### src/rtl/sc_randreg_bank.sv
// sc_randreg_bank: free-running Galois LFSR feeding a bank of CHANNELS registers, with a built-in clear/load command FSM
//
// Inputs:
//   SC_RANDREGBANK_CLOCK_50       clock
//   SC_RANDREGBANK_RESET_InHigh   asynchronous reset, active high
//   SC_RANDREGBANK_clear_InLow    debounced clear button level, active low
//   SC_RANDREGBANK_load_InLow     debounced load button level, active low
//   SC_RANDREGBANK_mode_In        0 = load into chsel, 1 = round-robin
//   SC_RANDREGBANK_chsel_InBUS    target channel in mode 0
//   SC_RANDREGBANK_seed_InBUS     reseed value for CLEAR (only with SC_RANDREGBANK_SEEDLOAD_EN)
// Outputs:
//   SC_RANDREGBANK_data_OutBUS    flattened bank, channel k at [k*DATAWIDTH +: DATAWIDTH]
//   SC_RANDREGBANK_lfsr_OutBUS    current LFSR state
//   SC_RANDREGBANK_ptr_OutBUS     round-robin pointer
//   SC_RANDREGBANK_done_Out       one-cycle pulse on a completed write or clear
//   SC_RANDREGBANK_err_Out        one-cycle pulse on a rejected load
// Optional feature macro: SC_RANDREGBANK_SEEDLOAD_EN (CLEAR also reseeds the LFSR).
module sc_randreg_bank #(
  parameter int DATAWIDTH = 8,
  parameter int CHANNELS = 4,
  parameter logic [DATAWIDTH-1:0] SEED = 8'hA5,
  parameter logic [DATAWIDTH-1:0] TAPS = 8'hB8,
  parameter int PTRWIDTH = 2
) (
  input  logic                          SC_RANDREGBANK_CLOCK_50,
  input  logic                          SC_RANDREGBANK_RESET_InHigh,
  input  logic                          SC_RANDREGBANK_clear_InLow,
  input  logic                          SC_RANDREGBANK_load_InLow,
  input  logic                          SC_RANDREGBANK_mode_In,
  input  logic [PTRWIDTH-1:0]           SC_RANDREGBANK_chsel_InBUS,
`ifdef SC_RANDREGBANK_SEEDLOAD_EN
  input  logic [DATAWIDTH-1:0]          SC_RANDREGBANK_seed_InBUS,
`endif
  output logic [DATAWIDTH*CHANNELS-1:0] SC_RANDREGBANK_data_OutBUS,
  output logic [DATAWIDTH-1:0]          SC_RANDREGBANK_lfsr_OutBUS,
  output logic [PTRWIDTH-1:0]           SC_RANDREGBANK_ptr_OutBUS,
  output logic                          SC_RANDREGBANK_done_Out,
  output logic                          SC_RANDREGBANK_err_Out
);
  typedef enum logic [1:0] {IDLE, LOAD, CLEAR, WAIT_RELEASE} state_t;
  state_t state_q, state_d;
  logic [DATAWIDTH*CHANNELS-1:0] data_q, data_d;
  logic [DATAWIDTH-1:0] lfsr_q, lfsr_d, lfsr_step;
  logic [PTRWIDTH-1:0] ptr_q, ptr_d, ptr_next, target;
  logic done_q, done_d, err_q, err_d;
  logic clr_prev_q, ld_prev_q;
  logic clr_edge, ld_edge, released, tgt_ok;

  assign clr_edge = clr_prev_q & ~SC_RANDREGBANK_clear_InLow;
  assign ld_edge = ld_prev_q & ~SC_RANDREGBANK_load_InLow;
  assign released = SC_RANDREGBANK_clear_InLow & SC_RANDREGBANK_load_InLow;
  assign target = SC_RANDREGBANK_mode_In ? ptr_q : SC_RANDREGBANK_chsel_InBUS;
  assign tgt_ok = 32'(target) < CHANNELS;
  assign ptr_next = (ptr_q == PTRWIDTH'(CHANNELS - 1)) ? '0 : ptr_q + PTRWIDTH'(1);
  // all-zero is a lock-up state for the LFSR, so recover to SEED
  assign lfsr_step = (lfsr_q == '0) ? SEED : lfsr_q[0] ? (lfsr_q >> 1) ^ TAPS : lfsr_q >> 1;

  always_ff @(posedge SC_RANDREGBANK_CLOCK_50 or posedge SC_RANDREGBANK_RESET_InHigh) begin
    if (SC_RANDREGBANK_RESET_InHigh) begin
      state_q <= IDLE;
      data_q <= '0;
      lfsr_q <= SEED;
      ptr_q <= '0;
      done_q <= 1'b0;
      err_q <= 1'b0;
      clr_prev_q <= 1'b1;
      ld_prev_q <= 1'b1;
    end else begin
      state_q <= state_d;
      data_q <= data_d;
      lfsr_q <= lfsr_d;
      ptr_q <= ptr_d;
      done_q <= done_d;
      err_q <= err_d;
      clr_prev_q <= SC_RANDREGBANK_clear_InLow;
      ld_prev_q <= SC_RANDREGBANK_load_InLow;
    end
  end

  // clear wins over a simultaneous load; edges outside IDLE are dropped
  always_comb begin
    state_d = (state_q == IDLE) ? (clr_edge ? CLEAR : ld_edge ? LOAD : IDLE) :
              (state_q == WAIT_RELEASE) ? (released ? IDLE : WAIT_RELEASE) : WAIT_RELEASE;
  end

  always_comb begin
    data_d = data_q;
    ptr_d = ptr_q;
    done_d = 1'b0;
    err_d = 1'b0;
`ifdef SC_RANDREGBANK_SEEDLOAD_EN
    lfsr_d = (state_q == CLEAR) ? ((SC_RANDREGBANK_seed_InBUS == '0) ? SEED : SC_RANDREGBANK_seed_InBUS) : lfsr_step;
`else
    lfsr_d = lfsr_step;
`endif
    if (state_q == CLEAR) begin
      data_d = '0;
      ptr_d = '0;
      done_d = 1'b1;
    end else if (state_q == LOAD) begin
      if (tgt_ok) begin
        data_d[target*DATAWIDTH +: DATAWIDTH] = lfsr_q;
        ptr_d = SC_RANDREGBANK_mode_In ? ptr_next : ptr_q;
        done_d = 1'b1;
      end else begin
        err_d = 1'b1;
      end
    end
  end

  assign SC_RANDREGBANK_data_OutBUS = data_q;
  assign SC_RANDREGBANK_lfsr_OutBUS = lfsr_q;
  assign SC_RANDREGBANK_ptr_OutBUS = ptr_q;
  assign SC_RANDREGBANK_done_Out = done_q;
  assign SC_RANDREGBANK_err_Out = err_q;
endmodule
### config.mk
export PLATFORM = sky130hd
export DESIGN_NAME = sc_randreg_bank
export DESIGN_NICKNAME = d
export VERILOG_FILES = /design/src/rtl/sc_randreg_bank.sv
export SDC_FILE = /design/constraint.sdc
export NUM_CORES = 1
export LEC_CHECK = 0
export ABC_AREA = 1
export CAP_MARGIN = 0
export CORE_ASPECT_RATIO = 0.9
export CORE_MARGIN = 4
export CORE_UTILIZATION = 37
export CTS_CLUSTER_DIAMETER = 100
export CTS_CLUSTER_SIZE = 16
export DETAILED_ROUTE_END_ITERATION = 8
export PLACE_DENSITY_LB_ADDON = 0.08
export SLEW_MARGIN = 25
export SYNTH_ARGS = -nofsm -noshare
export SYNTH_HDL_FRONTEND = slang
export SYNTH_SLANG_ARGS = --single-unit
### constraint.sdc
create_clock -name SC_RANDREGBANK_CLOCK_50 -period 2.18 [get_ports SC_RANDREGBANK_CLOCK_50]
set_input_delay 0.218 -clock SC_RANDREGBANK_CLOCK_50 [delete_from_list [all_inputs] [get_ports SC_RANDREGBANK_CLOCK_50]]
set_output_delay 0.218 -clock SC_RANDREGBANK_CLOCK_50 [all_outputs]
set_load 0.03 [all_outputs]
==> impl_metrics.yaml, run 1 <==
outcome:
  outcome: "complete, no violations"
drt:
  drt_iter0_markers: 91
  drt-met1-wl_um: 2300
  wl_met2_um: 2283
  drc_errors: 0
  wirelength_um: 4874
  drt-wirelength-per-cell_um: 13.03
  drt-vias-per-instance: 4.532
  dr.pass1.iters: 4
  top_layer_used: "met4"
  dr_wl_met3_um: 230
  vias: 1695
  postRouteAntennaNets: 0
yosys:
  syn-instance-count: 248
  yosysSeqAreaShare_pct: 54.75
  synth_nets: 264
  synth_cell_type_count: 26
  syn_avg_cell_area_um2: 8.718
  synth_warnings: 0
  syn_area_um2: 2162
  synth-seq-cells: 47
floorplanning:
  coreArea_um2: 5660
  die_height_um: 80.52
  die_w_um: 88.58
  fp-row-count: 26
  die-area_um2: 7132
  ios: 51
  initial_core_util_pct: 38.20
setup_path:
  cp_max_fo: 8
  critPathArrivalTime_ns: 2.14
  cp.required_ns: 2.40
  crit_type: "in2reg"
  worstSetupEndpointType: "register"
  cp-start-kind: "input pin"
clock_network:
  tritoncts: "yes"
  numCtsBuffers: 5
  cts_hold_buf: 0
  clk_latency_ns: 0.30
  cts.sinks: 47
  cts-resized-gates: 0
  clock_path_buffers: 2
  cts.clk_slew.worst_paths_ns: 0.09
  cts_max_level: 2
  root_buffer: "clkbuf_8"
  post_cts_buffers: 0
timing:
  tightest_slew_ns: 0.5355
  max_slew_margin_pct: 64.25
  fin_crit_ns: 1.922
  rsz0062_at_grt: "no"
  finalSetupViolCount: 0
  maxSlewViolCount: 0
  fin_worst_skew_ns: 0.01214
  hold_viol: 0
  fin_crit_sh_pct: 88.17
  max_freq_mhz: 520.2
  fin_worst_hold_slack_ns: 0.2762
hold_path:
  min-delay-path-class: "in2async"
place:
  port_buffers: 49
  gp_congestion: 0.7426
  place_inst: 366
  place_area_um2: 2749
  detailed_place_hpwl_um: 3696
power_and_ir_drop:
  peakVddDrop_v: 0.0005218
  total_power_mw: 2.901
  p_leak_nw: 1.359
  power_density_nw_per_um2: 1020
cells_and_area:
  diodes: 0
  num-nets-final: 319
  post-route-cell-area_um2: 2844
  syn_to_final_growth_pct: 31.54
  drive_above_1_share_pct: 10.20
  stdcell_count: 374
  final_util_pct: 50.24
grt:
  overflow: 0
  grt_usage_pct: 15.41
  grt_pass1_wl_um: 8431
  grt_pass1_vias: 1754
  grt_max_degree: 25
  antenna_found_initial: 0
job:
  drv_cap: 0
[cell families after synthesis]
logic type	count (synthesis)	share of synthesized area [%]
compound gates	30	7.408
xor+xnor	3	1.215
fa+ha+maj	9	5.208
buf+inv	30	6.597
flops	47	54.75
other cells	1	0.1734
simple gates	128	24.65
[cell usage in the layout, fill, tap and decap left out]
master | Yosys | layout
o21ai_1 | 10 | 10
nor3_1 | 1 | 1
clkbuf_8 | 0 | 6
nand3_1 | 12 | 12
nor2_4 | 2 | 2
nand3b_1 | 1 | 1
inv_1 | 20 | 19
buf_12 | 0 | 1
xnor2_1 | 1 | 1
conb_1 | 1 | 1
clkbuf_1 | 2 | 1
nand2_1 | 80 | 80
dfstp_2 | 6 | 6
nor2_1 | 27 | 27
clkdlybuf4s50_1 | 0 | 49
nand2_2 | 2 | 2
xor2_1 | 2 | 2
buf_4 | 1 | 7
dfrtp_1 | 41 | 41
o21ai_0 | 17 | 17
nand4_1 | 1 | 1
o21a_1 | 1 | 1
nor2_2 | 1 | 1
inv_2 | 1 | 2
o21ai_2 | 2 | 2
clkinv_4 | 0 | 1
nand2_4 | 1 | 1
ha_1 | 9 | 9
[routing by layer]
layer	vias up	GRT usage (%)
met1	772	21.23
li1	882	-
met5	-	0
met3	5	4.513
met4	0	4.079
met2	36	23.62
[power breakdown]
part	leakage [nW]	total [mW]	switching (mW)	internal [mW]
sequential	0.601	1.14	0.100	1.04
clock	0.0484	0.548	0.288	0.260
combinational	0.709	1.22	0.745	0.472
total	1.36	2.90	1.13	1.77
[Yosys cell counts (all sizes together)]
cell type	count	area (um^2)
nand2	83	324.1
dfrtp	41	1026
nor2	30	130.1
o21ai	29	152.7
inv	21	78.82
nand3	12	60.06
ha	9	112.6
buf	7	56.30
dfstp	6	157.7
clkbuf	2	7.510
xor2	2	17.52
conb	1	3.750
nand3b	1	7.510
nand4	1	6.260
nor3	1	5.000
o21a	1	7.510
xnor2	1	8.760
[path summary, 6_finish.rpt]
check	startpoint	to	slack (ns)	depth (start not counted)
max	SC_RANDREGBANK_mode_In	SC_RANDREGBANK_data_OutBUS[27]	0.26	6
min	SC_RANDREGBANK_RESET_InHigh	SC_RANDREGBANK_data_OutBUS[17]	0.28	2
max reg2reg	SC_RANDREGBANK_ptr_OutBUS[1]	SC_RANDREGBANK_data_OutBUS[27]	0.45	7
min reg2reg	SC_RANDREGBANK_lfsr_OutBUS[2]	SC_RANDREGBANK_lfsr_OutBUS[1]	0.43	0
max in group asynchronous	SC_RANDREGBANK_RESET_InHigh	SC_RANDREGBANK_lfsr_OutBUS[7]	1.32	3
min in group SC_RANDREGBANK_CLOCK_50	SC_RANDREGBANK_load_InLow	ld_prev_q	0.38	1
[stage by stage]
| step | setup WS (ns) | setup TNS, ns |
|---|---|---|
| 6_report | 0.2578 | 0 |
| 5_1_grt | 0.1231 | 0 |
| 4_1_cts | 0.2515 | 0 |
| 3_5_place_dp | -0.07302 | -0.4893 |
| 3_3_place_gp | 0.01430 | 0 |
| 2_1_floorplan | 0.2454 | 0 |
[critical path: stages]
cell	delay, ns
clkdlybuf4s50_1	0.52
o21ai_0	0.46
ha_1	0.34
nor2_2	0.13
nand3_1	0.26
o21ai_1	0.21
[sequential cells by signal (all words and copies together), names as in the netlist]
register and flops:
SC_RANDREGBANK_lfsr_OutBUS 8, SC_RANDREGBANK_data_OutBUS 32, SC_RANDREGBANK_done_Out 1, state_q 2
clr_prev_q 1, SC_RANDREGBANK_ptr_OutBUS 2, ld_prev_q 1
[final cells by class]
cell class / instances / area (um^2)
fillers: 585 / 2816
flip-flops and latches: 47 / 1184
multi-input cells: 171 / 835.8
repair buffers: 57 / 563.0
well taps: 70 / 87.58
clock buffers: 7 / 86.33
inverters: 21 / 78.83
clock inverters: 1 / 8.758
(Power assumes the default switching activity.)
==> run 2, diff against run 1 <==
--- a/config.mk
+++ b/config.mk
@@ -6,6 +6,7 @@
 export NUM_CORES = 1
 export LEC_CHECK = 0
 export ABC_AREA = 1
+export ABC_CLOCK_PERIOD_IN_PS = 2180
 export CAP_MARGIN = 0
 export CORE_ASPECT_RATIO = 0.9
 export CORE_MARGIN = 4
==> results of run 2 <==
No change in the layout: final DEF, timing and power equal those of run 1.
==> run 3, diff against run 2 <==
--- a/config.mk
+++ b/config.mk
@@ -14,6 +14,7 @@
 export CTS_CLUSTER_DIAMETER = 100
 export CTS_CLUSTER_SIZE = 16
 export DETAILED_ROUTE_END_ITERATION = 8
+export DONT_BUFFER_PORTS = 1
 export PLACE_DENSITY_LB_ADDON = 0.08
 export SLEW_MARGIN = 25
 export SYNTH_ARGS = -nofsm -noshare
==> run 3 against run 2 <==
Effect of this change:
- worst hold slack worse by 0.18 ns
- cell count is 14% lower
- critical endpoint unchanged
- utilization down 8.6 points
- clock-buffer cell count unchanged
- cell area is 17% lower
- total power down 10%
- clock power up 6.4%
- highest routed layer unchanged
- register-to-register slack worse by 0.16 ns
- routed wire length down 0.62%
- via count down 10%
- largest power group is now sequential cells
- flip-flop and latch count did not move
==> impl_metrics.yaml, run 3 (synthesis gave the netlist of run 1 again) <==
outcome:
  outcome: "complete, no violations"
grt:
  global_route.usage.met3_pct: 5.231
  grt_use_met1_pct: 20.75
  use_met2_pct: 21.60
  grt_max_degree: 25
  grt_usage_pct: 15.10
  antenna_found_initial: 0
  grt_pass1_vias: 1554
  top_usage_layer: "met2"
  overflow: 0
  grt_pass1_wl_um: 8045
clock_network:
  post_cts_buffers: 0
  clk_latency_ns: 0.30
  cts_hold_buf: 3
  tritoncts: "yes"
  root_buffer: "clkbuf_8"
  cts_max_level: 2
  numCtsBuffers: 5
  cts.clk_slew.worst_paths_ns: 0.08
  cts.sinks: 47
  cts-resized-gates: 0
  clock_path_buffers: 2
power_and_ir_drop:
  peakVddDrop_v: 0.0004250
  p_leak_nw: 1.174
  power_density_nw_per_um2: 1108
drt:
  vias: 1519
  drc_errors: 0
  postRouteAntennaNets: 0
  drt-vias-per-instance: 4.703
  wirelength_um: 4844
  drt-wirelength-per-cell_um: 15.00
  drt_iter0_markers: 70
  dr.pass1.iters: 4
timing:
  setup_tns_ns: 0
  fin_ws_ns: 0.2891
  tightest_slew_ns: 0.6798
  max_slew_margin_pct: 54.38
  maxSlewViolCount: 0
  fin_worst_hold_slack_ns: 0.09845
  rsz0062_at_grt: "no"
  fin_worst_skew_ns: 0.007535
  max_freq_mhz: 528.8
  fin_crit_ns: 1.891
  hold_viol: 0
  fin_crit_sh_pct: 86.74
  finalSetupViolCount: 0
setup_path:
  crit_type: "reg2reg"
  cp-start-kind: "register"
  cpPeakStageDelay_ns: 0.50
  critPathArrivalTime_ns: 2.11
  slowest_stage: "o21ai_1"
  cp_max_fo: 8
  cp_num_buf_inv: 2
  path_cells: "inv_1 -> nand2_1 -> o21ai_0 -> inv_1 -> ha_1 -> o21ai_1 -> nand2_1 -> o21ai_1"
  critPathTopFamily: "compound AO/OA/AOI/OAI gates"
  worstSetupEndpointType: "register"
  cp.required_ns: 2.40
floorplanning:
  ios: 51
  die-area_um2: 7132
  die_w_um: 88.58
  coreArea_um2: 5660
  die_height_um: 80.52
  fp-row-count: 26
  initial_core_util_pct: 38.20
cells_and_area:
  diodes: 0
  final_common_cell: "nand2_1"
  syn_to_final_growth_pct: 8.912
  final_cell_mix: "nand2_1, dfrtp_1, nor2_1, inv_1, o21ai_0"
  drive_above_1_share_pct: 10.67
  largest_reg_flops: 32
  final.fill_count: 574
  stdcell_count: 323
  num-nets-final: 268
place:
  gp_congestion: 0.7784
  detailed_place_hpwl_um: 3579
  dp_slack_ns: 0.2960
  place_inst: 312
  port_buffers: 0
hold_path:
  min-delay-path-class: "in2reg"
job:
  drv_cap: 0
-- run 3: cell count changes in the layout (fill, tap and decap cells not counted), sizes merged --
cell           change
clkdlybuf4s50     -49
buf                -5
dlygate4sd3        +3
clkinv             -1
clkinvlp           +1
-- run 3: through the flow --
| stage | power [mW] | instance area [um^2] | util [%] |
|---|---|---|---|
| after CTS | 2.645 | 2355 | 41.60 |
| after detailed placement | 2.050 | 2221 | 39.24 |
| after global routing | 2.792 | 2355 | 41.60 |
| after global placement | 2.046 | 2221 | 39.24 |
| final | 2.610 | 2355 | 41.60 |
| after floorplan | 1.906 | 2162 | - |
-- run 3: cell type report --
type	instances	area, um^2	area share [%]
Inverter	21	78.83	3.348
Clock buffer	7	96.34	4.091
Tap cell	70	87.58	3.719
Multi-Input combinational cell	171	835.8	35.49
Clock inverter	1	7.507	0.3188
Timing Repair Buffer	6	65.06	2.763
Sequential cell	47	1184	50.27
-- run 3: final timing paths --
check	start	to	slack (ns)	depth (start not counted)
max	SC_RANDREGBANK_ptr_OutBUS[1]	SC_RANDREGBANK_data_OutBUS[27]	0.29	8
min reg2reg	SC_RANDREGBANK_lfsr_OutBUS[2]	SC_RANDREGBANK_lfsr_OutBUS[1]	0.51	0
min	SC_RANDREGBANK_load_InLow	state_q[0]	0.1	2
min in group asynchronous	SC_RANDREGBANK_RESET_InHigh	SC_RANDREGBANK_data_OutBUS[22]	0.40	2
max in group asynchronous	SC_RANDREGBANK_RESET_InHigh	SC_RANDREGBANK_lfsr_OutBUS[0]	1.18	3
max reg2reg	SC_RANDREGBANK_ptr_OutBUS[1]	SC_RANDREGBANK_data_OutBUS[27]	0.29	8
-- run 3: report_power, final --
part           internal [mW]  switching (mW)  total [mW]
logic                  0.193           0.402       0.596
clock network          0.289           0.294       0.583
registers               1.03           0.399        1.43
-- run 3: metal layers --
layer	vias to the layer above	wire length, um	part of all wire [%]
li1	778	-	-
met1	704	2349	48
met2	32	2093	43
met3	5	319	6.6
met4	0	82	1.7
met5	-	0	0
==> edit 1, RTL diff (flow settings as in run 2) <==
Set the parameter `PTRWIDTH` to 3 (it was 2).
--- a/src/rtl/sc_randreg_bank.sv
+++ b/src/rtl/sc_randreg_bank.sv
@@ -21,5 +21,5 @@
   parameter logic [DATAWIDTH-1:0] SEED = 8'hA5,
   parameter logic [DATAWIDTH-1:0] TAPS = 8'hB8,
-  parameter int PTRWIDTH = 2
+  parameter int PTRWIDTH = 3
 ) (
   input  logic                          SC_RANDREGBANK_CLOCK_50,
Interface: changed (resized SC_RANDREGBANK_chsel_InBUS and SC_RANDREGBANK_ptr_OutBUS); port bits go from 51 to 53. The function was not compared with the original's and may differ.
==> edit 1 against run 2 <==
Sequential cell count grew 2. Critical path depth is 6 higher. Worst setup slack worse by 44 ps. Total power is 11% higher. Routed wire length rose by 4.2%. Design area grew 5.3%. Fmax down 2.2%. Combinational power up 8%. Synthesized area up 0.12%. Synthesized cell count rose by 0.81%. Critical path type unchanged. Critical endpoint is now SC_RANDREGBANK_data_OutBUS[18]. Largest power group unchanged.
==> edit 1: results (changes against run 2) <==
setup_path:
  rr_worst_depth: 11  # +4
  crit_arrival_ps: 2210  # +70 ps
global_routing:
  grt_start_max_net_pins: 22  # -12%
  grt_pass1_wl_mm: 8.36  # -0.82%
layout:
  instances_no_fill: 393  # +5.1%
  multi_input_area_sq_um: 832  # -0.45%
  num-fill-cells: 567  # -3.1%
  drive_gt1_share_pct: 13.0  # +2.8 points
  nNetsFinal: 337  # +5.6%
drt:
  wl_per_cell_microns: 12.9  # -0.85%
  drt_iter0_drc: 83  # -8.8%
  vias: 1770  # +4.4%
synth:
  synth_commonest_cells: "124 x nand2_1, 43 x dfrtp_1, 22 x inv_1, 17 x nor2_1, 7 x ha_1"
  synth_area_leaders: "dfrtp_1 50%, nand2_1 22%, dfstp_2 7.3%, ha_1 4.0%, inv_1 3.8%"
  synth_cells: 250  # +0.81%
  ys_seq_area_share_pct: 57.0  # +2.2 points
  ys_types: 22  # -15%
  synth_nets: 265  # +0.38%
place:
  gp_congestion: 0.779  # +4.9%
  preCtsSetupSlack_ps: -101  # -28.3 ps
  dp_hpwl_mm: 3.72  # +0.59%
  dpl_cell_area_sq_mm: 0.00288  # +4.7%
  io_buffers: 52  # +6.1%
sta:
  relSlewSlack_pct: 71.4  # +7.2 points
  skew_ps: 2.86  # -9.28 ps
power:
  vdd_drop_max_mv: 0.635  # +22%
  p_leak_uw: 0.00156  # +15%
  p_comb_share_pct: 40.9  # -1.0 points
  clock_power_share_pct: 21.0  # +2.1 points
run_status:
  outcome: "finished clean"
==> edit 1: changes by cell type after synthesis, moves of 3 or more <==
cell	delta
nand3_1	-8
nand2_1	+44
o21ai_0	-13
buf_2	-3
o21ai_1	-10
buf_6	-3
nor2_1	-10
==> edit 1: power groups by stage <==
| stage | logic, uW | registers, uW | clock network [uW] |
|---|---|---|---|
| global placement | 1320 | 1250 | 0 |
| detailed placement | 1330 | 1250 | 0 |
| floorplan | 388 | 1610 | 0 |
| CTS | 1340 | 1230 | 695 |
| global route | 1430 | 1260 | 737 |
| finish | 1320 | 1230 | 675 |
==> edit 1: per-stage QoR <==
stage / hold WS (ps) / setup TNS [ps]
CTS: 233 / 0
floorplan: 222 / 0
global route: 261 / 0
finish: 221 / 0
detailed placement: 401 / -1420
global placement: 399 / -851
==> edit 1: cells by family after synthesis <==
kind of cell	Yosys count	synth area share (%)
AO/OA/AOI/OAI	10	3.64
AND/OR/NAND/NOR	156	29.9
XOR/XNOR	2	0.809
flip-flops	49	57.0
buffers and inverters	26	4.57
adder cells (fa/ha/maj)	7	4.05
==> edit 1: worst max-delay path: stages <==
cell,delay [ps]
clkdlybuf4s50_1,530
nand2_1,70
nand2_1,110
clkinv_2,70
ha_1,190
ha_1,310
nand3_1,140
nor2_1,130
nand2_1,70
inv_1,220
nand2_1,90
nand2_1,80
==> edit 1: final cells by class <==
class	instances	area share, %
clock buffer	7	2.88
clock inverter	1	1.00
inverter	24	3.05
multi-input combinational	175	27.8
sequential	49	41.2
tap	70	2.93
timing repair buffer	67	21.1
==> edit 1: worst paths after layout <==
check	start	to	slack, ps
worst max-delay path	SC_RANDREGBANK_mode_In	SC_RANDREGBANK_data_OutBUS[18]	210
worst min-delay path	SC_RANDREGBANK_RESET_InHigh	SC_RANDREGBANK_data_OutBUS[31]	220
worst max register to register	SC_RANDREGBANK_ptr_OutBUS[0]	SC_RANDREGBANK_data_OutBUS[18]	250
worst min register to register	SC_RANDREGBANK_lfsr_OutBUS[2]	SC_RANDREGBANK_lfsr_OutBUS[1]	410
max in group asynchronous	SC_RANDREGBANK_RESET_InHigh	ld_prev_q	1320
min in group SC_RANDREGBANK_CLOCK_50	SC_RANDREGBANK_load_InLow	ld_prev_q	380
==> edit 1: routing by layer <==
metal,up-vias,wire length [microns]
li1,901,-
met1,821,2450
met2,44,2270
met3,4,315
met4,0,38
met5,-,0
==> edit 2, RTL diff (config.mk and constraints of run 2) <==
Without the edit above. Reset style: synchronous (`SC_RANDREGBANK_RESET_InHigh`), changed in one clocked block. Comments in the files are not updated.
--- a/src/rtl/sc_randreg_bank.sv
+++ b/src/rtl/sc_randreg_bank.sv
@@ -56,5 +56,5 @@
   assign lfsr_step = (lfsr_q == '0) ? SEED : lfsr_q[0] ? (lfsr_q >> 1) ^ TAPS : lfsr_q >> 1;
 
-  always_ff @(posedge SC_RANDREGBANK_CLOCK_50 or posedge SC_RANDREGBANK_RESET_InHigh) begin
+  always_ff @(posedge SC_RANDREGBANK_CLOCK_50) begin
     if (SC_RANDREGBANK_RESET_InHigh) begin
       state_q <= IDLE;
Formal check against the unedited RTL: differs if SC_RANDREGBANK_RESET_InHigh is asserted again (counterexample within 4 cycles, from zero or initial values and one cycle with SC_RANDREGBANK_RESET_InHigh high); with SC_RANDREGBANK_RESET_InHigh held inactive, the same outputs for 10 cycles.
==> edit 2 against run 2 <==
Final cell count grew 0.53%. Sequential cell count is the same. First-iteration DRC count grew 11%. Design area shrank 4.5%. Synthesized area shrank 5.2%. Worst setup slack gained 48 ps. Routed wire length grew 0.43%. Critical path type unchanged. Highest routed layer unchanged.
Power is not compared: it rests on default switching activity, and its combinational part moved more than twofold at a synthesized area within 25%.
==> edit 2: results (changes against run 2) <==
run_status:
  outcome: "finished clean"
layout:
  nNetsFinal: 326  # +2.2%
synth:
  synth_nets: 272  # +3.0%
  synth_commonest_cells: "48 x nand2_1, 47 x dfxtp_1, 36 x a21oi_1, 26 x nand3_1, 21 x inv_1"
  synth-async-reset-ratio_pct: 0  # -100 points
  ys_seq_area_share_pct: 45.9  # -8.9 points
  synth_area_leaders: "dfxtp_1 46%, a21oi_1 8.8%, nand2_1 8.8%, nand3_1 6.3%, ha_1 6.1%"
global_routing:
  grt_pass1_wl_mm: 8.22  # -2.5%
  grt_start_max_net_pins: 26  # +4.0%
  grt_pass1_vias: 1657  # -5.5%
  grt.total_usage_pct: 15.6  # +0.17 points
setup_path:
  crit_arrival_ps: 2110  # -30 ps
  slowest_delay_ps: 480  # -40 ps
  r2r_start: "SC_RANDREGBANK_ptr_OutBUS[1]"
  crit_family: "simple AND/OR/NAND/NOR gates"
clock_network:
  ctsResizeCount: 0  # unchanged
  h-tree-depth: 2  # unchanged
  cts-root-buf: "clkbuf_8"
drt:
  wl_per_cell_microns: 13.0  # -0.10%
  drt_iter0_drc: 101  # +11%
  vias: 1801  # +6.3%
place:
  dp_hpwl_mm: 3.60  # -2.6%
  gp_congestion: 0.806  # +8.5%
sta:
  skew_ps: 5.14  # -7.00 ps
  max_slew.worst_pin.slew_ps: 502  # -33.8 ps
min_path:
  hold_class: "reg2reg"
## edit 2: path summary, 6_finish.rpt
path                                     to  slack [ps]  depth (start not counted)
min          SC_RANDREGBANK_data_OutBUS[30]         460                          2
max          SC_RANDREGBANK_data_OutBUS[24]         310                         10
max reg2reg  SC_RANDREGBANK_data_OutBUS[24]         390                          8
min reg2reg  SC_RANDREGBANK_data_OutBUS[30]         460                          2
## edit 2: worst reg2reg max path: cells and delay by family, from the launching register on
| family | cells | cell delay [ps] |
|---|---|---|
| AO/OA/AOI/OAI | 2 | 330 |
| adder cells (fa/ha/maj) | 1 | 350 |
| buffers and inverters | 1 | 60 |
| flip-flops | 1 | 340 |
| AND/OR/NAND/NOR | 4 | 640 |
## edit 2: where the power goes
group,leakage (uW),internal (uW),switching [uW]
sequential,0.000383,889,26.3
combinational,0.000612,126,208
clock,0.0000470,249,288
total,0.00104,1260,523
## edit 2: layout make-up
cell class	count	area [sq um]	area share [%]
Sequential cell	47	941	34.7
Multi-Input combinational cell	175	937	34.5
Timing Repair Buffer	58	583	21.5
Tap cell	67	83.8	3.09
Clock buffer	6	82.6	3.04
Inverter	22	82.6	3.04
Clock inverter	1	5.00	0.184
## edit 2: cell families (layout without fill, tap and decap cells)
family | count (synthesis) | after routing | share of synthesized area (%)
simple gates | 114 | 114 | 26.5
compound gates | 47 | 47 | 11.6
flops | 47 | 47 | 45.9
buf+inv | 33 | 87 | 8.42
fa+ha+maj | 10 | 10 | 6.10
xor+xnor | 3 | 3 | 1.28
other cells | 1 | 1 | 0.183
## edit 2: per-layer routing
layer,GRT usage (%),vias up,share of wire (%)
met5,0,-,0
met1,23.2,813,51
met2,21.5,42,42
met4,5.61,0,1.6
li1,-,938,-
met3,3.67,8,5.0
## edit 2: per-stage QoR
step | instance area, sq um | TNS (ps) | instances | setup WS [ps] | power [uW]
global route | 2720 | 0 | 376 | 172 | 1900
global placement | 2630 | 0 | 369 | 12.2 | 1270
finish | 2720 | 0 | 376 | 306 | 1790
floorplan | 2050 | 0 | 255 | 345 | 1150
CTS | 2720 | 0 | 376 | 302 | 1810
detailed placement | 2630 | -70.9 | 369 | -15.4 | 1270
